--- src/rtl/vpg_mode_sequencer_if.sv ---
// vpg_mode_sequencer_if: mode-change request handshake (valid/ready plus requested mode)
interface vpg_mode_sequencer_if;
  logic       req_valid;
  logic       req_ready;
  logic [3:0] req_mode;
  modport master (output req_valid, output req_mode, input req_ready);
  modport slave (input req_valid, input req_mode, output req_ready);
endinterface

--- src/rtl/vpg_mode_sequencer.sv ---
// vpg_mode_sequencer: frame-aligned blank, mode update, PLL pulse and lock wait for video mode changes
module vpg_mode_sequencer #(
  parameter logic [3:0] DEFAULT_MODE   = 4'd0,
  parameter int         VS_TIMEOUT     = 1_000_000,
  parameter int         UNLOCK_TIMEOUT = 256,
  parameter int         LOCK_TIMEOUT   = 500_000,
  parameter int         SETTLE_CYCLES  = 1024
) (
  input  logic                 clk_50,
  input  logic                 reset,
  vpg_mode_sequencer_if.slave  req,
  input  logic                 vs_in,
  input  logic                 pll_locked,
  output logic [3:0]           mode,
  output logic                 mode_change,
  output logic                 blank,
  output logic                 busy,
  output logic                 lock_err
);
  typedef enum logic [2:0] {IDLE, WAIT_VS, BLANK, RECONFIG, WAIT_UNLOCK, WAIT_LOCK, SETTLE} state_t;
  localparam logic [19:0] VS_LAST     = 20'(VS_TIMEOUT - 1);
  localparam logic [19:0] UNLOCK_LAST = 20'(UNLOCK_TIMEOUT - 1);
  localparam logic [19:0] LOCK_LAST   = 20'(LOCK_TIMEOUT - 1);
  localparam logic [19:0] SETTLE_LAST = 20'(SETTLE_CYCLES - 1);
  state_t      state_q, state_d;
  logic [19:0] cnt_q, cnt_d;
  logic [3:0]  mode_q, mode_d, next_mode_q, next_mode_d;
  logic        lock_err_q, lock_err_d;
  logic        vs_s1_q, vs_s2_q, vs_d1_q, lk_s1_q, lk_s2_q;
  logic        accept, vs_rise;
  assign accept      = req.req_valid && state_q == IDLE;
  assign vs_rise     = vs_s2_q && !vs_d1_q;
  assign req.req_ready = state_q == IDLE;
  assign busy        = state_q != IDLE;
  assign blank       = !(state_q == IDLE || state_q == WAIT_VS);
  assign mode_change = state_q == RECONFIG;
  assign mode        = mode_q;
  assign lock_err    = lock_err_q;
  always_ff @(posedge clk_50) begin
    if (reset) begin
      state_q     <= WAIT_LOCK;
      cnt_q       <= '0;
      mode_q      <= DEFAULT_MODE;
      next_mode_q <= DEFAULT_MODE;
      lock_err_q  <= 1'b0;
      vs_s1_q     <= 1'b0;
      vs_s2_q     <= 1'b0;
      vs_d1_q     <= 1'b0;
      lk_s1_q     <= 1'b0;
      lk_s2_q     <= 1'b0;
    end else begin
      state_q     <= state_d;
      cnt_q       <= cnt_d;
      mode_q      <= mode_d;
      next_mode_q <= next_mode_d;
      lock_err_q  <= lock_err_d;
      vs_s1_q     <= vs_in;
      vs_s2_q     <= vs_s1_q;
      vs_d1_q     <= vs_s2_q;
      lk_s1_q     <= pll_locked;
      lk_s2_q     <= lk_s1_q;
    end
  end
  // mode is loaded on BLANK->RECONFIG so the new code is visible during the mode_change pulse
  always_comb begin
    state_d     = state_q;
    mode_d      = mode_q;
    next_mode_d = next_mode_q;
    lock_err_d  = lock_err_q;
    case (state_q)
      IDLE: if (accept) begin
        lock_err_d = 1'b0;
        if (req.req_mode != mode_q) begin
          next_mode_d = req.req_mode;
          state_d     = WAIT_VS;
        end
      end
      WAIT_VS:     state_d = (vs_rise || cnt_q == VS_LAST) ? BLANK : WAIT_VS;
      BLANK: begin
        state_d = RECONFIG;
        mode_d  = next_mode_q;
      end
      RECONFIG:    state_d = WAIT_UNLOCK;
      WAIT_UNLOCK: state_d = (!lk_s2_q || cnt_q == UNLOCK_LAST) ? WAIT_LOCK : WAIT_UNLOCK;
      WAIT_LOCK: if (lk_s2_q) state_d = SETTLE;
        else if (cnt_q == LOCK_LAST) begin
          lock_err_d = 1'b1;
          state_d    = IDLE;
        end
      SETTLE:      state_d = !lk_s2_q ? WAIT_LOCK : (cnt_q == SETTLE_LAST) ? IDLE : SETTLE;
      default:     state_d = WAIT_LOCK;
    endcase
    cnt_d = (state_d != state_q) ? '0 : cnt_q + 20'd1;
  end
endmodule

--- src/flat_wrapper.sv ---
// flat-port wrapper written by rule: the top's interface ports become plain ports
module vpg_mode_sequencer_flat 
#(
  parameter logic [3:0] DEFAULT_MODE   = 4'd0,
  parameter int         VS_TIMEOUT     = 1_000_000,
  parameter int         UNLOCK_TIMEOUT = 256,
  parameter int         LOCK_TIMEOUT   = 500_000,
  parameter int         SETTLE_CYCLES  = 1024
)
  (clk_50, reset, vs_in, pll_locked, mode, mode_change, blank, busy, lock_err, req_req_valid, req_req_mode, req_req_ready);
  vpg_mode_sequencer_if req_i ();
  input  logic clk_50;
  input  logic reset;
  input  logic vs_in;
  input  logic pll_locked;
  output logic [3:0] mode;
  output logic mode_change;
  output logic blank;
  output logic busy;
  output logic lock_err;
  input wire logic [$bits(req_i.req_valid)-1:0] req_req_valid;
  input wire logic [$bits(req_i.req_mode)-1:0] req_req_mode;
  output wire logic [$bits(req_i.req_ready)-1:0] req_req_ready;
  assign req_i.req_valid = req_req_valid;
  assign req_i.req_mode = req_req_mode;
  assign req_req_ready = req_i.req_ready;
  vpg_mode_sequencer #(.DEFAULT_MODE(DEFAULT_MODE), .VS_TIMEOUT(VS_TIMEOUT), .UNLOCK_TIMEOUT(UNLOCK_TIMEOUT), .LOCK_TIMEOUT(LOCK_TIMEOUT), .SETTLE_CYCLES(SETTLE_CYCLES)) u_core (.clk_50(clk_50), .reset(reset), .req(req_i), .vs_in(vs_in), .pll_locked(pll_locked), .mode(mode), .mode_change(mode_change), .blank(blank), .busy(busy), .lock_err(lock_err));
endmodule
--- config.mk ---
export PLATFORM = sky130hd
export DESIGN_NAME = vpg_mode_sequencer_flat
export DESIGN_NICKNAME = d
export VERILOG_FILES = /design/src/rtl/vpg_mode_sequencer_if.sv /design/src/rtl/vpg_mode_sequencer.sv /design/src/flat_wrapper.sv
export SDC_FILE = /design/constraint.sdc
export NUM_CORES = 1
export LEC_CHECK = 0
export ABC_AREA = 1
export BUFFER_PORTS_ARGS = -buffer_cell sky130_fd_sc_hd__buf_2
export CAP_MARGIN = 20
export CORE_UTILIZATION = 53
export CTS_BUF_LIST = sky130_fd_sc_hd__clkbuf_16
export CTS_CLUSTER_SIZE = 28
export DETAILED_ROUTE_END_ITERATION = 10
export PLACE_DENSITY = 0.75
export SETUP_SLACK_MARGIN = 0.02
export SLEW_MARGIN = 20
export SYNTH_ARGS = -nofsm -noshare
export SYNTH_HDL_FRONTEND = slang
export SYNTH_SLANG_ARGS = --single-unit
--- constraint.sdc ---
create_clock -name clk_50 -period 1.9 [get_ports clk_50]
set_clock_uncertainty 0.15 [all_clocks]
set_input_delay 0.285 -clock clk_50 [delete_from_list [all_inputs] [get_ports clk_50]]
set_output_delay 0.285 -clock clk_50 [all_outputs]
set_load 0.01 [all_outputs]
**Yosys cells after proc, flatten, opt, wreduce, memory -nomap -nowiden**

Cells that the tools add are included.

- Register bits after elaboration: 37
- Input port bits: 9

- Reductions and logical operators: 14
- Mux-type cells: 13
- Equality and inequality tests: 15
- Add/sub/neg operators: 1

Operator list:

| kind | number |
|---|---|
| $pmux 3 s7 | 1 |
| $add 20x1->20 const B | 1 |
| $eq 20x10->1 const B | 1 |
| $eq 20x19->1 const B | 1 |
| $eq 20x20->1 const B | 1 |
| $eq 20x8->1 const B | 1 |
| $mux 3 | 6 |
| $eq 3x3->1 const B | 3 |
| $eq 3x2->1 const B | 2 |
| $mux 1 | 4 |
| $ne 2x1->1 const B | 2 |
| $ne 4x4->1 | 1 |
| $reduce_and 4->1 | 1 |
| $eq 3x1->1 const B | 1 |
| $logic_not 1->1 | 3 |
| $logic_not 3->1 | 1 |
| $logic_or 1x1->1 | 3 |
| $ne 3x3->1 | 1 |
| $reduce_and 3->1 | 1 |
| $reduce_bool 3->1 | 1 |
| $logic_and 1x1->1 | 2 |
| $mux 2 | 1 |
| $ne 2x2->1 const B | 1 |
| $pmux 1 s2 | 1 |
| other kinds (2) | 2 |

**Logic depth before layout (Yosys ltp)**

Gate-level depths: netlist (run 1).

- Depth in word-level cells: 7
- Gate-level depth with buffers: 14
- Gate-level depth less buffers: 13

**Least setup slack after synthesis (run 1)**

No wires, ideal clock.

- Path type: reg-to-reg
- Start: register u_core.cnt_q[0]
- End: register u_core.cnt_q[18]
- Stages on the path, launching flop included: 12
- Clock period less this slack: 1.910 ns
- Arrival: 1.644 ns
- Buffers on the path: 0
- Slack: -0.010 ns
- Cells stage by stage: dfxtp_1 ha_1 nand3_4 nor2_4 nand2_4 nor2_8 nand3_2 nor2_2 nand3_1 nor2_1 xor2_1 nor2_2

- Cells in the longest elaborated chain, start to end: 6
- Elaborated cells on any way between the ends: 16
- Classes of those cells: add/sub (1); eq/ne (5); mux (7); reduce/logical (3)

Ends and longest elaborated chain:

| item | line | text |
|---|---|---|
| start, declared | vpg_mode_sequencer.sv:26 | `logic [19:0] cnt_q, cnt_d;` |
| start signal, assigned | vpg_mode_sequencer.sv:53 | `cnt_q <= cnt_d;` |
| $eq 20x19->1 (tied with other cells) | vpg_mode_sequencer.sv:86 | `else if (cnt_q == LOCK_LAST) begin` |
| $mux 3 (tied with other cells) | vpg_mode_sequencer.sv:86 |  |
| $mux 3 (tied with other cells) | vpg_mode_sequencer.sv:85 | `WAIT_LOCK: if (lk_s2_q) state_d = SETTLE;` |
| $pmux 3 s7 | vpg_mode_sequencer.sv:70 | `case (state_q)` |
| $ne 3x3->1 | vpg_mode_sequencer.sv:93 | `cnt_d = (state_d != state_q) ? '0 : cnt_q + 20'd1;` |
| $reduce_or 2->1 (no source line) | -- |  |

Several ways; a longest one is shown, not always the timed one.
A chain may end at the register's enable or synchronous reset.

**Final worst setup path (run 1)**

- Start: register u_core.cnt_q[18]
- End: register u_core.cnt_q[5]

- Cells in the longest elaborated chain, start to end: 6
- Elaborated cells on any way between the ends: 15
- Classes of those cells: eq/ne (5); mux (7); reduce/logical (3)

Ends and longest elaborated chain:

| item | line |
|---|---|
| $eq 20x19->1 (tied with other cells) | vpg_mode_sequencer.sv:86 |
| $mux 3 (tied with other cells) | vpg_mode_sequencer.sv:86 |
| $mux 3 (tied with other cells) | vpg_mode_sequencer.sv:85 |
| $pmux 3 s7 (*) | vpg_mode_sequencer.sv:70 |
| $ne 3x3->1 (*) | vpg_mode_sequencer.sv:93 |
| $reduce_or 2->1 (no source line) (*) | -- |

Every way passes the cells marked *; elsewhere a longest branch is shown, timed or not.

==> flow_metrics.py, run 1 <==
metrics = {
    "run_status": {
        "status": "complete, but fails checks",
        "violations": "setup timing",
    },
    "cts": {
        "cts_buffers": 5,
        "htreeDepth": 2,
        "root_buffer": "clkbuf_16",
        "clkTransAtPathRegs_ns": 0.06,
        "cts.path.max_buffers": 2,
        "clkLatencyLatePin_ns": 0.28,
        "cts_tree": "yes",
        "cts_hold_buf": 0,
        "clock-sinks": 37,
    },
    "sta": {
        "setup_violations": 20,
        "rsz0062_at_grt": "yes",
        "relSlewSlack_pct": 78.93,
        "finalCritPeriodShare_pct": 104.4,
        "final_hold_viol_count": 0,
        "period_needed_ns": 1.983,
        "setup_tns_ns": -1.427,
        "slew_violations": 0,
        "timing.fmax_mhz": 504.2,
        "worst_slew_pin_slew_ns": 0.3156,
        "finalWorstSetupSlack_ns": -0.08330,
    },
    "placed_design": {
        "place_ws_ns": -0.07826,
        "gp_congestion": 0.8661,
        "placedCellCount": 357,
        "dp_hpwl_mm": 2.986,
        "port_buffers": 17,
    },
    "critical_path": {
        "crit_required_ns": 1.97,
        "critPathKind": "reg -> reg",
        "startpoint_type": "flip-flop",
        "cp_data_arrival_time_ns": 2.05,
        "cp_slowest_cell": "dfxtp_1",
        "critPathTopFamily": "simple AND/OR/NAND/NOR gates",
        "end_kind": "flip-flop",
        "critPathBufInv": 2,
        "slowest_delay_ns": 0.31,
        "path_cells": "buf_4 > nor2_1 > nand3_1 > nor2_2 > nand3_1 > a21oi_1 > nor2_2 > nand2_1 > nand2_1 > nand2_1 > nand2_4 > buf_12 > nor2_2",
        "path_max_fanout": 12,
    },
    "global_route": {
        "grt_pass1_vias": 1756,
        "grt_overflow_total": 0,
        "grt_pass1_wl_mm": 7.217,
        "grt_usage_pct": 23.23,
        "grt_max_degree": 13,
        "antenna_found_initial": 0,
    },
    "synth": {
        "synthCells": 266,
        "syn_area_per_cell_um2": 7.305,
        "ys_seq_area_share_pct": 38.12,
        "syn_area_mm2": 0.001943,
        "ys_seq_elements": 37,
        "synthesis.nets": 276,
        "synth_cell_types": 25,
        "synth-warning-count": 0,
    },
    "layout": {
        "final_cells": 370,
        "finalNetCount": 333,
        "antenna_cells": 0,
        "layout-drive-gt1-share_pct": 34.57,
        "final_core_util_pct": 75.68,
        "nFillCells": 265,
        "area_growth_pct": 33.03,
    },
    "power_and_ir_drop": {
        "max-vdd-ir-drop_mv": 0.6882,
        "power.density_mw_per_mm2": 845.5,
        "p_leak_nw": 1.141,
    },
    "routing": {
        "drc": 0,
        "num_vias": 1820,
        "routed_wl_mm": 4.175,
        "first_pass_iters": 4,
        "via_per_inst": 4.919,
        "drt_iter0_markers": 133,
        "routedWlPerCell_um": 11.28,
        "ant_nets": 0,
    },
    "min_path": {
        "hold_path.class": "in -> reg",
    },
    "die": {
        "io_pins": 18,
        "fp.dieW_um": 62.55,
        "rows": 21,
        "fp.dieH_um": 62.55,
        "dieArea_mm2": 0.003913,
        "coreArea_mm2": 0.003416,
        "initial_utilization_pct": 56.89,
    },
    "run": {
        "drv_cap": 0,
    },
}
[cells by family after synthesis]
family / share of synthesized area, %
compound gates: 5.538
xor+xnor: 8.564
fa+ha+maj: 0.6438
buf+inv: 9.272
flops: 38.12
simple gates: 37.86
[final timing paths]
path	from	endpoint	slack, ns	cells past startpoint
worst max-delay path	u_core.cnt_q[18]	u_core.cnt_q[5]	-0.08	13
worst min-delay path	vs_in	u_core.vs_s1_q	0.05	3
worst max register to register	u_core.cnt_q[18]	u_core.cnt_q[5]	-0.08	13
worst min register to register	u_core.vs_s1_q	u_core.vs_s2_q	0.25	2
[Yosys cell counts]
master / number / area, um2
a21oi_1: 10 / 50.05
nor2_1: 39 / 146.4
inv_2: 1 / 3.750
nand3_4: 2 / 35.03
o21ai_0: 10 / 50.05
dfxtp_1: 37 / 740.7
nand2_4: 1 / 11.26
nand2_2: 5 / 31.28
nor3_2: 1 / 10.01
nand4_1: 2 / 12.51
nor3_1: 6 / 30.03
or2_2: 1 / 6.260
nor2_4: 1 / 11.26
nand2_1: 38 / 142.6
ha_1: 1 / 12.51
xnor2_1: 5 / 43.79
inv_1: 39 / 146.4
nor2_2: 23 / 143.9
buf_6: 2 / 22.52
nand3_2: 3 / 30.03
xor2_1: 14 / 122.6
nor2_8: 1 / 20.02
clkbuf_1: 2 / 7.510
nand3_1: 21 / 105.1
o21a_1: 1 / 7.510
[placed cells by master, fill, tap and decap left out]
| cell | instances |
|---|---|
| a21oi_2 | 1 |
| dfxtp_2 | 3 |
| xor2_2 | 1 |
| nor2_4 | 7 |
| o21a_1 | 1 |
| o21ai_0 | 10 |
| nor3_2 | 1 |
| clkbuf_16 | 5 |
| nor2_2 | 21 |
| dfxtp_1 | 34 |
| nand2_1 | 38 |
| nor2_8 | 1 |
| nor3_1 | 6 |
| a21oi_1 | 9 |
| nand3_1 | 19 |
| nand2_4 | 2 |
| or2_2 | 1 |
| nor2_1 | 35 |
| ha_4 | 1 |
| inv_1 | 40 |
| nand2_2 | 4 |
| nand3_2 | 5 |
| xnor2_1 | 5 |
| buf_2 | 17 |
| nand4_1 | 2 |
| clkinvlp_4 | 2 |
| xor2_1 | 13 |
| buf_12 | 2 |
| nand3_4 | 2 |
| buf_4 | 35 |
| inv_2 | 1 |
[layer usage]
| layer | vias up | track usage, % | part of all wire (%) |
|---|---|---|---|
| met3 | 6 | 5.292 | 3.8 |
| li1 | 939 | - | - |
| met4 | 0 | 9.884 | 1.3 |
| met2 | 39 | 38.59 | 47 |
| met5 | - | 0 | 0 |
| met1 | 836 | 28.67 | 48 |
[power breakdown]
| part | internal, mW | switching, mW | total [mW] | leakage (nW) |
|---|---|---|---|---|
| clock | 0.480 | 0.321 | 0.801 | 0.0672 |
| combinational | 0.220 | 0.318 | 0.538 | 0.773 |
| sequential | 0.817 | 0.0292 | 0.846 | 0.301 |
[timing repair]
item	4_1_cts	5_1_grt
gates resized for setup	6	9
pin swaps	2	2
hold endpoints to repair	0	0
buffers inserted	4	1
endpoints found under the setup margin	20	20
[tightest hold or removal path, stage by stage]
cell and delay, ns:
buf_2 0.07, inv_1 0.03, nor2_1 0.06
[state kept, by name (all words and copies together), names as in the netlist]
name,cells
u_core.next_mode_q,4
u_core.vs_d1_q,1
u_core.cnt_q,20
u_core.lk_s2_q,1
u_core.mode,4
u_core.lk_s1_q,1
u_core.vs_s2_q,1
u_core.vs_s1_q,1
u_core.lock_err,1
u_core.state_q,3
[through the flow]
| stage | cell area, um2 | hold slack, ns | power (mW) |
|---|---|---|---|
| after CTS | 2539 | 0.05097 | 2.161 |
| final | 2585 | 0.04973 | 2.186 |
| after global placement | 2341 | 0.2419 | 1.342 |
| after detailed placement | 2341 | 0.2440 | 1.351 |
| after global routing | 2585 | 0.06289 | 2.289 |
| after floorplan | 1963 | 0.2383 | 1.189 |
[cell type report]
cell class                 instances  area (um2)  share of cell area (%)
multi-input combinational        185        1101                   42.59
sequential                        37       744.5                   28.80
timing repair buffer              54       387.9                   15.00
inverter                          40       150.1                   5.808
clock buffer                       5       125.1                   4.840
tap                               46       57.56                   2.227
clock inverter                     3       18.77                  0.7260
Power figures use the tool's default switching activity.
==> run 2, diff against run 1 <==
- ABC_AREA: 1 -> default
- CORE_MARGIN: default -> 2
- CORE_UTILIZATION: 53 -> 52
- PLACE_DENSITY: 0.75 -> 0.74
- SLEW_MARGIN: 20 -> 15
==> flow_metrics.py, run 2 <==
metrics = {
    "run_status": {
        "status": "complete, but fails checks",
        "violations": "setup timing",
    },
    "placed_design": {
        "place_ws_ns": -0.3409,
        "dpl-instance-area_mm2": 0.002237,
        "port_buffers": 17,
        "dp_hpwl_mm": 3.086,
        "gp_congestion": 0.8984,
    },
    "sta": {
        "setup_violations": 23,
        "finalWorstSetupSlack_ns": -0.4477,
        "final_hold_viol_count": 0,
        "period_needed_ns": 2.348,
        "relSlewSlack_pct": 70.03,
        "slew_violations": 0,
        "rsz0062_at_grt": "yes",
        "finalCritPeriodShare_pct": 123.6,
        "timing.fmax_mhz": 426.0,
        "worst_slew_pin_slew_ns": 0.4454,
    },
    "die": {
        "rows": 21,
        "fp.dieW_um": 62.68,
        "io_pins": 18,
        "coreArea_mm2": 0.003311,
        "initial_utilization_pct": 54.08,
        "fp.dieH_um": 62.68,
        "dieArea_mm2": 0.003929,
    },
    "critical_path": {
        "cp_slowest_cell": "or3_4",
        "crit_required_ns": 1.92,
        "slowest_delay_ns": 0.43,
        "cp_data_arrival_time_ns": 2.37,
        "reg2reg_from": "u_core.cnt_q[12]",
        "critPathKind": "reg -> reg",
        "end_kind": "flip-flop",
        "path_cells": "or3_4 > nor3_4 > nand4_1 > a211oi_2 > nor3_1 > o21ai_2 > buf_6 > clkbuf_16 > nor2_1",
        "startpoint": "u_core.cnt_q[12]",
        "startpoint_type": "flip-flop",
        "path_max_fanout": 5,
    },
    "synth": {
        "async_flop_share_pct": 0,
        "synth_cell_types": 36,
        "synthCells": 209,
        "ys_seq_elements": 37,
        "synth-adder-area-share_pct": 0.6988,
        "syn_area_mm2": 0.001790,
        "syn_area_per_cell_um2": 8.567,
        "yosysTopAreaCell": "dfxtp_1",
        "yosys-top-cells-area": "dfxtp_1, nor2_1, xnor2_1",
        "synth_top_area_share_pct": 41.37,
        "synth-simple-area-share_pct": 30.05,
        "synthTopCellsByCount": "nor2_1, dfxtp_1, nand2_1, xnor2_1",
        "synth_edf_count": 0,
        "synthXorXnorAreaFrac_pct": 10.76,
        "ys_seq_area_share_pct": 41.37,
        "synthesis.nets": 219,
        "synthMuxAreaShare_pct": 4.472,
        "synth_top_family_by_area": "simple AND/OR/NAND/NOR gates",
        "yosysMostFrequentCell": "nor2_1",
        "synth-warning-count": 0,
        "synth_compound_area_share_pct": 8.875,
        "ys.flop_type": "dfxtp_1",
    },
    "run": {
        "drv_cap": 0,
    },
    "cts": {
        "cts_buffers": 5,
        "cts_hold_buf": 0,
        "htreeDepth": 2,
        "clock-sinks": 37,
        "cts.path.max_buffers": 2,
        "root_buffer": "clkbuf_16",
        "clkTransAtPathRegs_ns": 0.06,
        "clkLatencyLatePin_ns": 0.28,
        "cts_tree": "yes",
    },
    "global_route": {
        "grt_pass1_wl_mm": 7.438,
        "grt_usage_pct": 23.92,
        "antenna_found_initial": 0,
        "grt_overflow_total": 0,
        "grt_pass1_vias": 1694,
        "grt_max_degree": 21,
    },
    "layout": {
        "layout_commonest_cell": "buf_4",
        "layout-drive-gt1-share_pct": 37.86,
        "final_core_util_pct": 78.72,
        "regMostFlops": "u_core.cnt_q",
        "final_cell_mix": "buf_4, nor2_1, dfxtp_1, buf_2, xnor2_1",
        "largest_register_ffs": 20,
        "nFillCells": 205,
        "finalNetCount": 289,
        "antenna_cells": 0,
        "area_growth_pct": 45.56,
        "stdcell_area_mm2": 0.002606,
    },
    "power_and_ir_drop": {
        "max-vdd-ir-drop_mv": 0.7859,
        "p_leak_nw": 1.074,
        "total_power_mw": 2.198,
        "power.density_mw_per_mm2": 843.2,
    },
    "min_path": {
        "hp-start": "pll_locked",
        "hold_path.class": "in -> reg",
    },
    "routing": {
        "routedWlPerCell_um": 16.09,
        "num_vias": 1823,
        "drt_iter0_markers": 168,
        "first_pass_iters": 4,
        "via_per_inst": 5.592,
        "routed_wl_mm": 5.244,
        "ant_nets": 0,
        "drc": 0,
    },
}
-- run 2: kinds of logic after synthesis --
family	count (synthesis)
AO/OA/AOI/OAI	21
buffers and inverters	12
adder cells (fa/ha/maj)	1
multiplexers	8
flip-flops	37
AND/OR/NAND/NOR	108
XOR/XNOR	22
-- run 2: power breakdown --
group | total (mW) | switching, mW | internal [mW]
sequential | 0.840 | 0.0329 | 0.807
combinational | 0.431 | 0.204 | 0.227
clock | 0.927 | 0.313 | 0.614
total | 2.20 | 0.550 | 1.65
-- run 2: repair_timing --
| item | CTS | global route |
|---|---|---|
| gates resized for setup | 1 | 24 |
| setup endpoints to repair | 24 | 30 |
| cloned | 0 | 3 |
| buffers inserted | 0 | 5 |
| hold endpoints to repair | 0 | 0 |
| pin swaps | 3 | 10 |
-- run 2: metal layers --
layer,wire length [um],GRT usage [%],vias up
met5,0,0,-
met4,193,9.444,0
met3,411,5.405,29
met2,2442,39.92,84
met1,2197,29.95,849
li1,-,-,861
-- run 2: cell type report --
cell class | count | area (um2) | share of cell area [%]
Multi-Input combinational cell | 160 | 1077 | 41.33
Sequential cell | 37 | 744.5 | 28.56
Timing Repair Buffer | 69 | 538.0 | 20.64
Clock buffer | 5 | 125.1 | 4.801
Tap cell | 46 | 57.56 | 2.208
Clock inverter | 3 | 41.29 | 1.584
Inverter | 6 | 22.52 | 0.8641
-- run 2: final timing paths --
check	slack, ns	endpoint	depth (start not counted)
max	-0.45	u_core.cnt_q[3]	9
min	0.06	u_core.lk_s1_q	2
max reg2reg	-0.45	u_core.cnt_q[3]	9
min reg2reg	0.29	u_core.lk_s2_q	1
-- run 2: stage by stage --
stage / TNS, ns / cells / hold slack (ns)
after floorplan: -3.944 / 209 / 0.2310
after global placement: -6.063 / 310 / 0.2657
after detailed placement: -7.187 / 310 / 0.2780
after CTS: -7.073 / 318 / 0.05787
after global routing: -10.49 / 326 / 0.07129
final: -9.126 / 326 / 0.06056
-- run 2: worst max-delay path, delay by kind of cell (launching register included) --
kind	cells	cell delay [ns]
compound gates	2	0.57
simple gates	5	0.92
flops	1	0.31
buf+inv	2	0.29
